[src/rtl/align_job_ctrl.sv]
// align_job_ctrl: per-job sequencer (score, traceback capture, reversed drain).
// Optional ALIGN_TB_TIMEOUT_EN adds SCORE and traceback watchdogs.
module align_job_ctrl #(
    parameter int B = 4,
    parameter int L = 8,
    parameter int TMO = 24
) (
    input  logic           clk,
    input  logic           rst,
    input  logic           job_valid,
    output logic           job_ready,
    input  logic [3*L-1:0] job_r,
    input  logic [3*L-1:0] job_q,
    output logic           sa_start,
    input  logic           sa_done,
    output logic [3*L-1:0] tb_r_sub,
    output logic [3*L-1:0] tb_q_sub,
    output logic           start_traceback,
    input  logic [2:0]     tb_out_r,
    input  logic [2:0]     tb_out_q,
    input  logic           tb_finish,
    output logic           aln_valid,
    input  logic           aln_ready,
    output logic [2:0]     aln_r,
    output logic [2:0]     aln_q,
    output logic           aln_last,
    output logic           err
);
    localparam int N = 2 * L;
    localparam int AW = $clog2(N);
    localparam int CW = AW + 1;
    typedef enum logic [2:0] {IDLE, SCORE, TB_INIT, TB_RUN, DRAIN} state_t;
    state_t state, state_n;
    logic [CW-1:0] count;
    logic [5:0] mem [N];
    logic [AW-1:0] rd;
    logic accept, cap, pop, err_set;
`ifdef ALIGN_TB_TIMEOUT_EN
    localparam int TW = $clog2(4 * TMO);
    logic [TW-1:0] tcnt;
    // TB_INIT and TB_RUN share one run of the watchdog.
    always_ff @(posedge clk)
        if (rst) tcnt <= '0;
        else tcnt <= (state == state_n || state == TB_INIT) ? tcnt + 1'b1 : '0;
`endif
    assign job_ready = state == IDLE && B > 0 && TMO > 0;
    assign accept = state == IDLE && job_valid;
    assign start_traceback = state == TB_INIT || state == TB_RUN;
    assign rd = AW'(count - 1'b1);
    assign aln_valid = state == DRAIN && count != '0;
    assign aln_r = aln_valid ? mem[rd][5:3] : 3'd0;
    assign aln_q = aln_valid ? mem[rd][2:0] : 3'd0;
    assign aln_last = aln_valid && count == CW'(1);
    always_comb begin
        state_n = state;
        cap = 1'b0;
        pop = 1'b0;
        err_set = 1'b0;
        case (state)
            IDLE: state_n = job_valid ? SCORE : IDLE;
            SCORE: begin
                if (sa_done && !sa_start) state_n = TB_INIT;
`ifdef ALIGN_TB_TIMEOUT_EN
                else if (tcnt == TW'(4 * TMO - 1)) begin
                    state_n = IDLE;
                    err_set = 1'b1;
                end
`endif
            end
            TB_INIT: state_n = TB_RUN;
            TB_RUN: begin
                cap = {tb_out_r, tb_out_q} != 6'h3f;
                if (tb_finish) state_n = DRAIN;
                else if (cap && count == CW'(N - 1)) begin
                    state_n = DRAIN;
                    err_set = 1'b1;
                end
`ifdef ALIGN_TB_TIMEOUT_EN
                else if (tcnt >= TW'(TMO - 1)) begin
                    state_n = DRAIN;
                    err_set = 1'b1;
                end
`endif
            end
            DRAIN: begin
                if (count == '0) begin
                    state_n = IDLE;
                    err_set = 1'b1;
                end else if (aln_ready) begin
                    pop = 1'b1;
                    if (count == CW'(1)) state_n = IDLE;
                end
            end
            default: state_n = IDLE;
        endcase
    end
    always_ff @(posedge clk)
        if (cap) mem[count[AW-1:0]] <= {tb_out_r, tb_out_q};
    always_ff @(posedge clk) begin
        if (rst) begin
            state <= IDLE;
            count <= '0;
            err <= 1'b0;
            sa_start <= 1'b0;
            tb_r_sub <= '0;
            tb_q_sub <= '0;
        end else begin
            state <= state_n;
            sa_start <= accept;
            if (accept) begin
                tb_r_sub <= job_r;
                tb_q_sub <= job_q;
                count <= '0;
                err <= 1'b0;
            end
            if (err_set) err <= 1'b1;
            if (cap) count <= count + 1'b1;
            if (pop) count <= count - 1'b1;
        end
    end
endmodule

[config.mk]
export PLATFORM = sky130hd
export DESIGN_NAME = align_job_ctrl
export DESIGN_NICKNAME = d
export VERILOG_FILES = /design/src/rtl/align_job_ctrl.sv
export SDC_FILE = /design/constraint.sdc
export NUM_CORES = 1
export LEC_CHECK = 0
export CAP_MARGIN = 40
export CELL_PAD_IN_SITES_DETAIL_PLACEMENT = 1
export CELL_PAD_IN_SITES_GLOBAL_PLACEMENT = 1
export CORE_MARGIN = 2
export CORE_UTILIZATION = 39
export CTS_BUF_LIST = sky130_fd_sc_hd__clkbuf_2
export DETAILED_ROUTE_END_ITERATION = 10
export PLACE_DENSITY_LB_ADDON = 0.3
export SKIP_CTS_REPAIR_TIMING = 1
export SYNTH_ARGS = -nofsm -noshare
export SYNTH_HDL_FRONTEND = slang
export SYNTH_SLANG_ARGS = --single-unit
export TNS_END_PERCENT = 5
[constraint.sdc]
create_clock -name clk -period 2.4 [get_ports clk]
set_clock_uncertainty 0.05 [all_clocks]
set_input_delay 0.24 -clock clk [delete_from_list [all_inputs] [get_ports clk]]
set_output_delay 0.24 -clock clk [all_outputs]
set_load 0.01 [all_outputs]
Word level (Yosys, flattened, before mapping)
Memories as Yosys holds them, arrays and structs flattened.
Index checks and enable logic that the tools add are counted.

word-level totals
  flip-flop bits (word level) = 58
  bits in writable memories = 96
  memories = 1
  latch bits = 0
  output and inout bits = 60
  input port bits = 60
  word-level logic and storage cells = 58
  memory bits (read-only) = 0

operators by class
  order comparisons = 0
  reductions and logical operators = 13
  $add $sub $neg = 2
  bitwise operators = 0
  equal/unequal tests = 11
  multipliers = 0
  shift-type cells = 0
  divide/modulo/power cells = 0
  mux-type cells = 25

memory list
  memory  words  bits a word  read ports  clocked after memory_dff  wr ports  RTL line  RTL
  mem     16     6            1           0                         1         35        logic [5:0] mem [N];

operator list
  operator             count
  $mux 3               8
  $mux 5               3
  $pmux 3 s5           1
  $mux 1               12
  $eq 3x2->1 const B   2
  $ne 3x2->1 const B   2
  $ne 6x6->1 const B   1
  $add 5x1->5 const B  1
  $eq 5x1->1 const B   1
  $eq 5x4->1 const B   1
  $logic_and 1x1->1    5
  $logic_not 5->1      1
  $reduce_bool 5->1    1
  $sub 5x1->5 const B  1
  $reduce_and 4->1     1
  $eq 3x1->1 const B   1
  $eq 3x3->1 const B   1
  $logic_not 3->1      1
  $ne 3x1->1 const B   1
  $reduce_bool 3->1    1
  $ne 2x2->1 const B   1
  $pmux 1 s2           1
  $reduce_bool 2->1    1
  $logic_not 1->1      1
  $logic_or 1x1->1     1

Longest topological paths before layout
  word-level depth = 6
  gate-level depth with buffers = 9
  mapped depth without buffers = 6

Least setup slack after synthesis
Ideal clock, no wire load.

  path kind = register -> output
  start point = register count[0]
  end point = output aln_q[0]
  required time = 2110 ps
  cell stages (with the launch flop) = 10
  setup slack = -207 ps
  path buffers = 4
  arrival = 2317 ps
  path through = dfxtp_1 buf_6 buf_2 inv_1 ha_1 clkbuf_2 clkbuf_1 mux4_2 mux2i_1 o22ai_1

between the ends
  cells in the longest elaborated chain, start to end = 3
  elaborated cells on any way between the ends = 5
  classes of those cells = add/sub (1); mux (1); reduce/logical (2); memory (1)

ends and longest elaborated chain
  element                                                   RTL line  RTL
  start, declared                                           34        logic [CW-1:0] count;
  start signal, assigned                                    117       if (cap) count <= count + 1'b1;
  start signal, assigned                                    118       if (pop) count <= count - 1'b1;
  $sub 5x1->5 / $reduce_bool 5->1 (equally long branches)   n/a
  $mem_v2 16x6 / $logic_and 1x1->1 (equally long branches)  n/a
  $mux 3 (*)                                                52        assign aln_q = aln_valid ? mem[rd][2:0] : 3'd0;
  end, declared                                             25        output logic [2:0] aln_q,

Mark *: on every way between the ends. The rest lies on a longest branch, timed or not.

Final worst setup path
  start point = register count[1]
  end point = output aln_r[1]

between the ends
  cells in the longest elaborated chain, start to end = 3
  elaborated cells on any way between the ends = 5
  classes of those cells = add/sub (1); mux (1); reduce/logical (2); memory (1)

ends and longest elaborated chain
  element                                                   RTL line  RTL
  $sub 5x1->5 / $reduce_bool 5->1 (equally long branches)   n/a
  $mem_v2 16x6 / $logic_and 1x1->1 (equally long branches)  n/a
  $mux 3 (*)                                                51        assign aln_r = aln_valid ? mem[rd][5:3] : 3'd0;
  end, declared                                             24        output logic [2:0] aln_r,

Marked as above.

==> results by group <==
Timing
  – Final min period: 2.763 ns
  – Final Setup Violations: 7
  – RSZ-0062 raised after global routing: yes
  – Final hold violations: 0
  – Setup WS post-layout: -0.3627 ns
  – Hold slack: 0.04256 ns
  – Slew Limit Headroom: 42.17%
  – Setup total negative slack: -2.177 ns
  – Fmax: 362.0 MHz
  – Count of final max-slew check failures: 0
  – Measured slew at the worst slew-check pin: 0.8608 ns
  – Tcrit/Tclk final: 115.1%

Pwr
  – Seq pwr share: 56.9%
  – Int Pwr: 3.820 mW
  – Sw Pwr: 1.301 mW
  – Clock power share: 30.1%
  – Switching Share: 25.40%
  – PD cells: 584.0 nW/µm²
  – Max IR drop VDD: 0.3909 mV
  – Leakage power: 3.126 nW
  – Comb pwr share: 13.0%

Yosys
  – Netlist Area Pre-Place: 6168 µm²
  – Synth Net Count: 535
  – FF+latch count, synth: 154
  – Top post-synthesis cells by area: edfxtp_1 (47%), dfxtp_1 (19%), mux4_2 (8.8%)
  – Area leader, netlist: edfxtp_1
  – Mapped Avg Cell Area: 13.15 µm²
  – Synth warnings: 0
  – Register area share after synthesis: 65.56%
  – Post-Syn Instances: 469
  – Synth unique cells: 51
  – Post-synth top area share: 46.73%

Setup path
  – CP top delay family: multiplexers
  – WP buf/inv: 3
  – Slowest-stage cell, CP: dfxtp_2
  – Critical-path cell list: inv_4 > ha_4 > clkbuf_16 > mux4_2 > mux2i_1 > o22ai_1 > clkbuf_2
  – Startpoint Class: flip-flop
  – CP max FO: 6
  – WS Path Type: flip-flop to output port
  – Crit path from: count[1]
  – Reg-to-Reg Start: state[1]
  – CP Capture Type: output port
  – Worst EP arrival: 2.47 ns
  – Data required, critical path: 2.11 ns
  – CP max stage delay: 0.40 ns

CTS
  – Clk Latency, worst-skew pair: 0.73 ns
  – Worst-path clk slew: 0.22 ns
  – Root Buffer: clkbuf_2
  – Max Buffers Root-to-Sink: 2
  – Inserted Clock Buffers: 17
  – CTS tree: built
  – Sink Count: 154
  – H-tree depth: 4

Layout
  – Commonest non-fill, non-tap cells in the layout: clkdlybuf4s50_1 (109), nand2_1 (103), edfxtp_1 (96)
  – Final net count: 748
  – Area occupied by multi-input gates: 1993 µm²
  – Leading cell type in the layout, fill and taps excluded: clkdlybuf4s50_1
  – Final core occ: 57.25%
  – Sequential Area: 4050 µm²
  – Fraction of layout cells with a size suffix above 1: 20.29%
  – Post-route insts no fill: 907
  – Fillers: 1518
  – Area grow syn2layout: 42.13%

Detailed routing
  – DRT Wirelength: 17780 µm
  – Starting DRT DRC Count: 231
  – Antenna-violating nets left: 0
  – Routed len/inst: 19.61 µm
  – DRT Pass-1 Iters: 4
  – DRC: 0
  – DR vias: 4625
  – Vias per cell: 5.099

Global route
  – Gr usage total: 19.82%
  – GR peak layer: met2
  – Antenna violations before repair: 1
  – GR Overflow Total: 0
  – Largest net degree at the start of global routing: 49
  – Vias in the first global route: 4673
  – Met2 Use GR: 33.17%
  – GRT met3 Usage: 8.118%
  – Met1 usage: 23.18%
  – First-pass GRT wire length: 24620 µm

Worst hold path
  – Min-delay worst type: input pin to flip-flop
  – HP Start: job_q[21]

Place
  – Placed Cells: 816
  – Post-DP HPWL: 11330 µm
  – GPL Wtd Cong: 0.7895
  – IO buf count: 119
  – Post-place setup slack: -0.08897 ns

Floorplan
  – Die Width: 129.8 µm
  – Boundary pin count: 120
  – Core Region: 15310 µm²
  – Initial Util: 40.28%
  – Die height: 129.8 µm
  – Die Area: 16840 µm²
  – Num rows: 45

Run status
  – Outcome: finished with violations
  – Failing checks: negative setup slack

Flow run
  – MaxCap Viol Count: 0
[registers in the layout (all words and copies together), names as in the netlist]
name      flops
mem          96
err           1
count         5
tb_r_sub     24
sa_start      1
tb_q_sub     24
state         3
[per-layer routing]
metal | wire [µm] | up-vias
li1 | - | 2132
met1 | 7236 | 2292
met2 | 8897 | 167
met3 | 1242 | 34
met4 | 408 | 0
met5 | 0 | -
[path summary, 6_finish.rpt]
path                            depth (start not counted)  slack (ns)            to
worst max-delay path                                    7       -0.36      aln_r[1]
worst max register to register                          7        0.24     mem[2][5]
worst min register to register                          2        0.43  tb_r_sub[15]
worst min-delay path                                    3        0.04  tb_q_sub[21]
[tightest hold or removal path: stages]
cell,delay (ns)
clkdlybuf4s50_1,0.41
nand2_1,0.07
a21oi_1,0.06
[power by group through the flow]
stage | registers, mW | logic, mW | clock network, mW
finish | 2.91 | 0.667 | 1.54
global route | 2.92 | 0.723 | 1.68
CTS | 2.91 | 0.587 | 1.59
detailed placement | 2.97 | 0.583 | 0
global placement | 2.96 | 0.565 | 0
floorplan | 3.00 | 0.210 | 0
[per-stage QoR]
| step | total power [mW] | instance area (µm²) |
|---|---|---|
| global route | 5.323 | 8767 |
| floorplan | 3.206 | 6172 |
| finish | 5.120 | 8767 |
| detailed placement | 3.550 | 7885 |
| CTS | 5.091 | 8147 |
| global placement | 3.526 | 7885 |
[final cells by class]
cell class	instances	share of cell area (%)
tap	211	3.011
inverter	4	0.1998
timing repair buffer	225	24.85
clock inverter	15	2.012
antenna	1	0.02854
multi-input combinational	280	22.73
sequential	154	46.20
clock buffer	17	0.9705
[Yosys cell counts, drive strengths merged]
cell type / instances
o21a: 3
nand2b: 5
ha: 6
clkbuf: 9
and3b: 2
nor4: 1
and2: 2
mux2i: 13
nor3: 9
or2: 1
inv: 4
or4b: 1
nor2: 17
mux4: 24
a21oi: 54
o21ai: 2
and3: 2
o211a: 1
xnor2: 1
o21bai: 1
nand4bb: 1
a311oi: 1
edfxtp: 96
a32oi: 1
a2bb2oi: 1
dfxtp: 58
nand4: 1
a31oi: 1
a221oi: 1
nand3b: 3
nand3: 2
o22ai: 7
nor2b: 3
nor3b: 2
o211ai: 1
or3: 1
a211oi: 1
nor4b: 1
buf: 22
a2111o: 1
xor2: 2
nand2: 104
[cell families after synthesis]
group | after synthesis | synth area share [%]
DFF | 154 | 65.56
xor gates and xnor gates | 3 | 0.5478
adders and majority gates | 6 | 1.217
muxes | 37 | 10.87
AOI/OAI and AO/OA | 76 | 7.059
buffers and inverters | 35 | 3.002
and+or+nand+nor | 158 | 11.74
(Power assumes the default switching activity.)
